`config.mk`:
```
export PLATFORM = sky130hd
export DESIGN_NAME = next_pc_unit
export DESIGN_NICKNAME = d
export VERILOG_FILES = /design/src/rtl/cpu_pkg.sv /design/src/rtl/pc_target_calc.sv /design/src/rtl/next_pc_unit.sv
export SDC_FILE = /design/constraint.sdc
export NUM_CORES = 1
export LEC_CHECK = 0
export CAP_MARGIN = 20
export CORE_MARGIN = 2
export CORE_UTILIZATION = 47
export CTS_BUF_LIST = sky130_fd_sc_hd__clkbuf_4
export DETAILED_ROUTE_END_ITERATION = 6
export PLACE_DENSITY = 0.79
export SYNTH_ARGS = -nofsm -noshare
export SYNTH_HDL_FRONTEND = slang
export SYNTH_SLANG_ARGS = --single-unit
```
`constraint.sdc`:
```
create_clock -name clk -period 3.15 [get_ports clk]
set_clock_uncertainty 0.2 [all_clocks]
set_input_delay 0.945 -clock clk [delete_from_list [all_inputs] [get_ports clk]]
set_output_delay 0.945 -clock clk [all_outputs]
set_load 0.02 [all_outputs]
```
`src/rtl/cpu_pkg.sv`:
```
// Shared types and constants for the RV32I multi-cycle core: PC control-flow
// kinds, PC-stage FSM states and the branch comparator's funct3 encodings.
package cpu_pkg;

    localparam int unsigned XLEN_DEFAULT = 32;
    localparam logic [31:0] RESET_PC_DEFAULT = 32'h0000_0000;

    typedef enum logic [1:0] {
        PC_SEQ    = 2'd0,
        PC_BRANCH = 2'd1,
        PC_JAL    = 2'd2,
        PC_JALR   = 2'd3
    } pc_kind_t;

    typedef enum logic {
        RUN  = 1'b0,
        TRAP = 1'b1
    } pc_state_t;

    // Branch comparator funct3 encodings
    localparam logic [2:0] F3_BEQ  = 3'b000;
    localparam logic [2:0] F3_BNE  = 3'b001;
    localparam logic [2:0] F3_BLT  = 3'b100;
    localparam logic [2:0] F3_BGE  = 3'b101;
    localparam logic [2:0] F3_BLTU = 3'b110;
    localparam logic [2:0] F3_BGEU = 3'b111;

endpackage

```
`src/rtl/pc_target_calc.sv`:
```
// Combinational next-PC target, taken decision and alignment check.
module pc_target_calc
    import cpu_pkg::*;
#(
    parameter int unsigned XLEN = 32
) (
    input  logic [XLEN-1:0] pc,
    input  logic [XLEN-1:0] imm,
    input  logic [XLEN-1:0] rs1,
    input  logic [1:0]      pc_kind,
    input  logic            flag,
    output logic [XLEN-1:0] target,
    output logic            taken,
    output logic            misaligned
);

    localparam logic [XLEN-1:0] JALR_MASK = {{(XLEN-1){1'b1}}, 1'b0};

    logic [XLEN-1:0] pc_rel;
    logic [XLEN-1:0] reg_rel;

    assign pc_rel  = pc + imm;
    assign reg_rel = (rs1 + imm) & JALR_MASK;

    // Select target and taken by control-flow kind; a not-taken target never faults
    always_comb begin
        target = pc_rel;
        taken  = 1'b0;
        case (pc_kind_t'(pc_kind))
            PC_SEQ:    begin target = pc_rel;  taken = 1'b0; end
            PC_BRANCH: begin target = pc_rel;  taken = flag; end
            PC_JAL:    begin target = pc_rel;  taken = 1'b1; end
            PC_JALR:   begin target = reg_rel; taken = 1'b1; end
            default:   begin target = pc_rel;  taken = 1'b0; end
        endcase
        misaligned = taken && (target[1:0] != 2'b00);
    end

endmodule

```
`src/rtl/next_pc_unit.sv`:
```
// Program-counter stage: commits the next PC on each advance strobe, traps on
// misaligned taken targets and counts retired instructions.
//
//   state | meaning
//   ------+---------------------------------------------------------
//   RUN   | normal operation; advance commits one instruction
//   TRAP  | misaligned taken target seen; absorbing until reset
module next_pc_unit
    import cpu_pkg::*;
#(
    parameter logic [31:0] RESET_PC = RESET_PC_DEFAULT,
    parameter int unsigned XLEN     = 32
) (
    input  logic            clk,
    input  logic            rst_n,
    input  logic            advance,
    input  logic [1:0]      pc_kind,
    input  logic            flag,
    input  logic [XLEN-1:0] imm,
    input  logic [XLEN-1:0] rs1,
    output logic [XLEN-1:0] pc,
    output logic [XLEN-1:0] pc_plus4,
    output logic            redirect,
    output logic            trap,
    output logic [XLEN-1:0] trap_pc,
    output logic [31:0]     instret
);

    localparam logic [XLEN-1:0] FOUR = XLEN'(4);

    pc_state_t       state_q, state_d;
    logic [XLEN-1:0] pc_q, pc_d;
    logic [XLEN-1:0] trap_pc_q, trap_pc_d;
    logic [31:0]     instret_q, instret_d;
    logic            redirect_q, redirect_d;

    logic [XLEN-1:0] target;
    logic            taken;
    logic            misaligned;

    pc_target_calc #(.XLEN(XLEN)) u_calc (
        .pc         (pc_q),
        .imm        (imm),
        .rs1        (rs1),
        .pc_kind    (pc_kind),
        .flag       (flag),
        .target     (target),
        .taken      (taken),
        .misaligned (misaligned)
    );

    assign pc_plus4 = pc_q + FOUR;

    // Next-state and next-register values; registers hold unless a RUN commit happens
    always_comb begin
        state_d    = state_q;
        pc_d       = pc_q;
        trap_pc_d  = trap_pc_q;
        instret_d  = instret_q;
        redirect_d = 1'b0;
        case (state_q)
            RUN: begin
                if (advance) begin
                    if (misaligned) begin
                        state_d   = TRAP;
                        trap_pc_d = pc_q;
                    end else if (taken) begin
                        pc_d       = target;
                        redirect_d = 1'b1;
                        instret_d  = instret_q + 32'd1;
                    end else begin
                        pc_d      = pc_plus4;
                        instret_d = instret_q + 32'd1;
                    end
                end
            end
            TRAP: begin
                state_d = TRAP;
            end
            default: begin
                state_d = RUN;
            end
        endcase
    end

    // State and architectural registers with synchronous reset taking priority
    always_ff @(posedge clk) begin
        if (!rst_n) begin
            state_q    <= RUN;
            pc_q       <= RESET_PC[XLEN-1:0];
            trap_pc_q  <= '0;
            instret_q  <= '0;
            redirect_q <= 1'b0;
        end else begin
            state_q    <= state_d;
            pc_q       <= pc_d;
            trap_pc_q  <= trap_pc_d;
            instret_q  <= instret_d;
            redirect_q <= redirect_d;
        end
    end

    assign pc       = pc_q;
    assign trap     = (state_q == TRAP);
    assign trap_pc  = trap_pc_q;
    assign instret  = instret_q;
    assign redirect = redirect_q;

endmodule

```
== Yosys cells after proc, flatten, opt, wreduce, memory -nomap -nowiden ==
Cells that the tools add are included.

* Add/sub/neg operators: 4
* Order comparisons: 0
* Bitwise operators: 4
* Muxes and demuxes: 7
* Shifts and indexed selects: 0
* Divide/modulo/power cells: 0
* Reductions and logical operators: 8
* Multiply operators: 0
* Equality and inequality tests: 3

{| class="wikitable"
|+ Operator list
! kind !! count
|-
| $add 32x32->32 || 2
|-
| $pmux 32 s2 || 1
|-
| $add 32x1->32 const B || 1
|-
| $add 32x3->32 const B || 1
|-
| $mux 32 || 1
|-
| $reduce_and 3->1 || 2
|-
| $eq 2x2->1 const B || 2
|-
| $not 1->1 || 4
|-
| $reduce_or 4->1 || 1
|-
| $mux 1 || 3
|-
| $pmux 1 s3 || 1
|-
| $reduce_or 3->1 || 1
|-
| $eq 2x1->1 const B || 1
|-
| $logic_not 2->1 || 1
|-
| $pmux 1 s2 || 1
|-
| $reduce_bool 2->1 || 1
|-
| $reduce_or 2->1 || 1
|-
| $logic_and 1x1->1 || 1
|}

* RAM bits: 0
* Logic and storage cells: 31
* Memory bits (read-only): 0
* Register bits: 98
* Output and inout bits: 130
* Memories kept: 0
* Latch bits: 0
* Input bits: 70

== Longest topological paths before layout ==
* Word-level depth: 8
* Depth in mapped cells: 12

== Hierarchy ==
A second synthesis with hierarchy kept.

* Cell total of the unflattened synthesis: 1220
* Area total of the unflattened synthesis: 8969.9 µm²

{| class="wikitable"
|+ Modules (own cells, without submodules)
! module !! times used !! area an instance (µm²) !! sequential area each (µm²) !! cells an instance
|-
| next_pc_unit || 1 || 5387.7 || 1961.9 || 695
|-
| pc_target_calc || 1 || 3582.2 || 0.0 || 525
|}

== Least setup slack after synthesis ==
Ideal clock, no wire load.

* Kind: input-to-reg
* From: in imm[0]
* To: reg instret_q[23], in the netlist instret[23]
* Arrival time: 3.158 ns
* Cell stages on the path: 12
* Slack: -0.323 ns
* Cell sequence: ha_1 inv_1 fa_1 nor2b_1 o311a_1 and4_1 nand3_1 nor2_1 and2_1 nand2_1 xnor2_1 and2_1

* Word-level cells in the longest chain between the ends: 6
* Elaborated cells between the ends (all ways): 7
* Those cells by class: add/sub: 2; mux: 1; bitwise: 1; reduce/logical: 3

{| class="wikitable"
|+ RTL lines
! element !! line !! RTL
|-
| start: declaration || next_pc_unit.sv:19 || <nowiki>input logic [XLEN-1:0] imm,</nowiki>
|-
| $add 32x32->32, on equally long branches || pc_target_calc.sv:22, pc_target_calc.sv:23 ||
|-
| $pmux 32 s2 * || pc_target_calc.sv:29 || <nowiki>case (pc_kind_t'(pc_kind))</nowiki>
|-
| $reduce_bool 2->1 * || pc_target_calc.sv:36 || <nowiki>misaligned = taken && (target[1:0] != 2'b00);</nowiki>
|-
| $logic_and 1x1->1 * || pc_target_calc.sv:36 ||
|-
| $not 1->1 (no line) * || - ||
|-
| $reduce_and 3->1 (no line) * || - ||
|-
| end signal: assignment || next_pc_unit.sv:98 || <nowiki>instret_q <= instret_d;</nowiki>
|-
| end: declaration || next_pc_unit.sv:34 || <nowiki>logic [31:0] instret_q, instret_d;</nowiki>
|}

Every way passes the cells marked *; elsewhere a longest branch is shown, timed or not.
A chain may end at the register's enable or synchronous reset.

== Worst setup path after layout ==
* From: reg pc_q[5], in the netlist pc[5]
* To: out pc_plus4[29]

* Word-level cells in the longest chain between the ends: 1

{| class="wikitable"
|+ RTL lines
! element !! line !! RTL
|-
| start: declaration || next_pc_unit.sv:32 || <nowiki>logic [XLEN-1:0] pc_q, pc_d;</nowiki>
|-
| start signal: assignment || next_pc_unit.sv:90 || <nowiki>pc_q <= RESET_PC[XLEN-1:0];</nowiki>
|-
| start signal: assignment || next_pc_unit.sv:96 || <nowiki>pc_q <= pc_d;</nowiki>
|-
| $add 32x3->32 || next_pc_unit.sv:52 || <nowiki>assign pc_plus4 = pc_q + FOUR;</nowiki>
|-
| end: declaration || next_pc_unit.sv:22 || <nowiki>output logic [XLEN-1:0] pc_plus4,</nowiki>
|}

No other way between the ends.

==> flow_metrics.py <==
metrics = {
    "setup_path": {
        "critPathArrivalTime_ns": 2.42,
        "critical_path_class": "reg -> out",
        "critPathMaxStageDelay_ns": 0.56,
        "cp_slowest_cell": "or4_4",
        "r2r_cells": 14,
        "required_ns": 2.00,
        "cp-start-kind": "flip-flop",
        "crit_chain": "nand2_2 -> or4_4 -> nor2_4 -> buf_6 -> nand3_4 -> nor2_4 -> xor2_2 -> buf_6",
        "end_kind": "output pin",
        "cp_max_fo": 5,
    },
    "global_route": {
        "grt_pass1_wl_mm": 50.0,
        "grt_usage_pct": 33.8,
        "grt_max_degree": 60,
        "antenna_found_initial": 0,
        "overflow": 0,
        "first_global_vias": 10184,
    },
    "status": {
        "violations": "setup timing",
        "status": "complete, but fails checks",
    },
    "synth": {
        "synth_area_per_cell_um2": 7.60,
        "syn_area_um2": 8260,
        "synthFlopType": "dfxtp_1",
        "synth-warning-count": 0,
        "async_flop_share_pct": 0,
        "synth-seq-cells": 98,
        "synth_seq_area_share_pct": 23.7,
        "synth_edf_count": 0,
        "syn_nets": 1222,
        "syn_inst": 1087,
        "ys_types": 73,
    },
    "worst_hold_path": {
        "whs_path_depth": 2,
        "min_path_type": "reg -> reg",
    },
    "timing": {
        "fmax_mhz": 280,
        "hold_viol_final": 0,
        "fin_crit_ns": 3.57,
        "hold_ws_ns": 0.262,
        "setup_tns_ns": -5.45,
        "maxSlewViolCount": 0,
        "finalCritPeriodShare_pct": 113,
        "finalSetupViolCount": 30,
        "rsz0062_at_grt": "yes",
        "worstMarginPinSlew_ns": 0.467,
        "slew_headroom_pct": 68.9,
        "fin_ws_ns": -0.418,
    },
    "power": {
        "leakage_nw": 6.06,
        "switchingPower_mw": 1.67,
        "pwr-share-comb_pct": 51.1,
        "power_mw": 4.46,
        "vdd_drop_max_mv": 0.214,
        "clockPowerShare_pct": 19.0,
        "cellPowerDensity_nw_per_um2": 315,
        "switching_share_pct": 37.4,
        "power.internal_mw": 2.79,
        "power_frac_seq_pct": 29.9,
    },
    "drt": {
        "drtIter0Drc": 880,
        "dr_wl_met3_mm": 2.24,
        "ant_nets": 0,
        "wire_per_inst_um": 19.2,
        "drc": 0,
        "routed_via_density": 5.94,
        "met2_length_mm": 17.2,
        "top_layer": "met4",
        "wl_mm": 34.6,
        "wl_met1_mm": 13.0,
        "vias": 10678,
        "drt-pass1-iter-count": 5,
    },
    "floorplan": {
        "initial_core_util_pct": 47.9,
        "die_h_um": 137,
        "top_level_ports": 200,
        "design.core.area_um2": 17200,
        "fp.dieArea_um2": 18700,
        "die_w_um": 137,
        "fp-row-count": 48,
    },
    "cts": {
        "cts_hold_buf": 0,
        "clock_latency_ns": 0.47,
        "numCtsBuffers": 9,
        "cts_root_buf": "clkbuf_4",
        "cts_tree": "yes",
        "clk_path_buf_depth": 2,
        "clk_pin_slew_ns": 0.14,
        "clock-sinks": 98,
        "h-tree-depth": 3,
    },
    "finish": {
        "layout.cells.non_filler": 1798,
        "layout-drive-gt1-share_pct": 35.5,
        "fillerInstances": 1039,
        "post-route-util_pct": 82.2,
        "area_growth_pct": 71.5,
        "diodes": 0,
        "final_area_um2": 14200,
        "nets": 1704,
    },
    "placement": {
        "io_buffer_count": 199,
        "placed_area_um2": 12600,
        "place_ws_ns": -1.02,
        "dp_hpwl_mm": 24.2,
        "routabilityCongestion": 0.928,
        "place_inst": 1718,
    },
    "run": {
        "maxCapViolCount": 0,
    },
}
critical path, delay by kind of cell, from the launching register on:
kind,cells,cell delay [ns]
buf+inv,2,0.26
simple gates,5,1.14
xor+xnor,1,0.19
flops,1,0.38
cell usage after synthesis, types with 14 or more instances:
library cell	number	area, µm²
a21boi_1	38	285
a21o_1	22	165
a21oi_1	79	395
and2_1	37	231
and3_1	18	113
clkbuf_1	45	169
dfxtp_1	98	1960
ha_1	63	788
inv_1	21	78.8
nand2_1	174	653
nand3_1	34	170
nand4_1	16	100
nor2_1	60	225
nor3_1	14	70.1
o211ai_1	21	158
o21ai_0	38	190
o21ai_1	27	135
xnor2_1	79	692
xor2_1	28	245
cell type report:
cell class                 count  area [µm²]  share of cell area, %
multi-input combinational    911        7150                   50.5
timing repair buffer         528        4500                   31.7
sequential                    98        1980                   14.0
tap                          225         282                   1.99
clock inverter                 6         111                  0.786
inverter                      21        81.3                  0.574
clock buffer                   9        67.6                  0.477
worst paths after layout:
kind / start / end / slack [ns]
worst min-delay path: trap_pc[3] / trap_pc[3] / 0.26
worst max-delay path: pc[5] / pc_plus4[29] / -0.42
worst min register to register: trap_pc[3] / trap_pc[3] / 0.26
worst max register to register: pc[4] / pc[25] / 0.13
cells in the final DEF, fill, tap and decap left out, types with 11 or more instances in the layout:
master,count
clkdlybuf4s50_1,131
xor2_1,22
clkbuf_2,13
buf_6,36
dfxtp_1,86
ha_1,31
o21ai_1,27
o21ai_0,32
nand4_1,16
o21a_1,11
and3_1,16
a21oi_2,11
inv_1,18
a21o_1,22
ha_4,27
dlygate4sd2_1,12
nand2_1,167
nor2_1,51
nand3_1,25
nor3_1,13
a21oi_1,64
a21boi_1,38
o211ai_1,21
buf_4,319
and2_1,35
xnor2_1,64
sequential cells by signal (all words and copies together) (netlist names):
register  flops
trap          1
trap_pc      32
pc           32
instret      32
redirect      1
cells by family (layout without fill, tap and decap cells):
kind of cell / Yosys count / in the layout / share of synthesized area (%)
simple gates: 406 / 406 / 24.0
compound gates: 331 / 331 / 27.0
xor+xnor: 107 / 107 / 11.3
flops: 98 / 98 / 23.7
buf+inv: 78 / 564 / 3.74
fa+ha+maj: 65 / 65 / 10.0
mux: 2 / 2 / 0.242
power groups by stage:
stage	logic, mW	registers, mW	clock network (mW)
after global routing	2.42	1.34	0.901
after global placement	1.95	1.35	0
after CTS	2.07	1.33	0.853
final	2.28	1.34	0.847
after detailed placement	1.97	1.36	0
after floorplan	0.944	1.43	0
per-layer routing:
layer  GRT usage [%]  up-vias
li1                -     4868
met1            38.7     5064
met2            60.3      581
met3            5.56      165
met4            17.5        0
met5               0        -
repair_timing:
action                     in CTS  in global routing
setup endpoints to repair      82                 46
resized for setup             270                134
pin swaps                      69                 89
buffers inserted               32                 37
No activity file was read; power rests on OpenSTA's default activity.
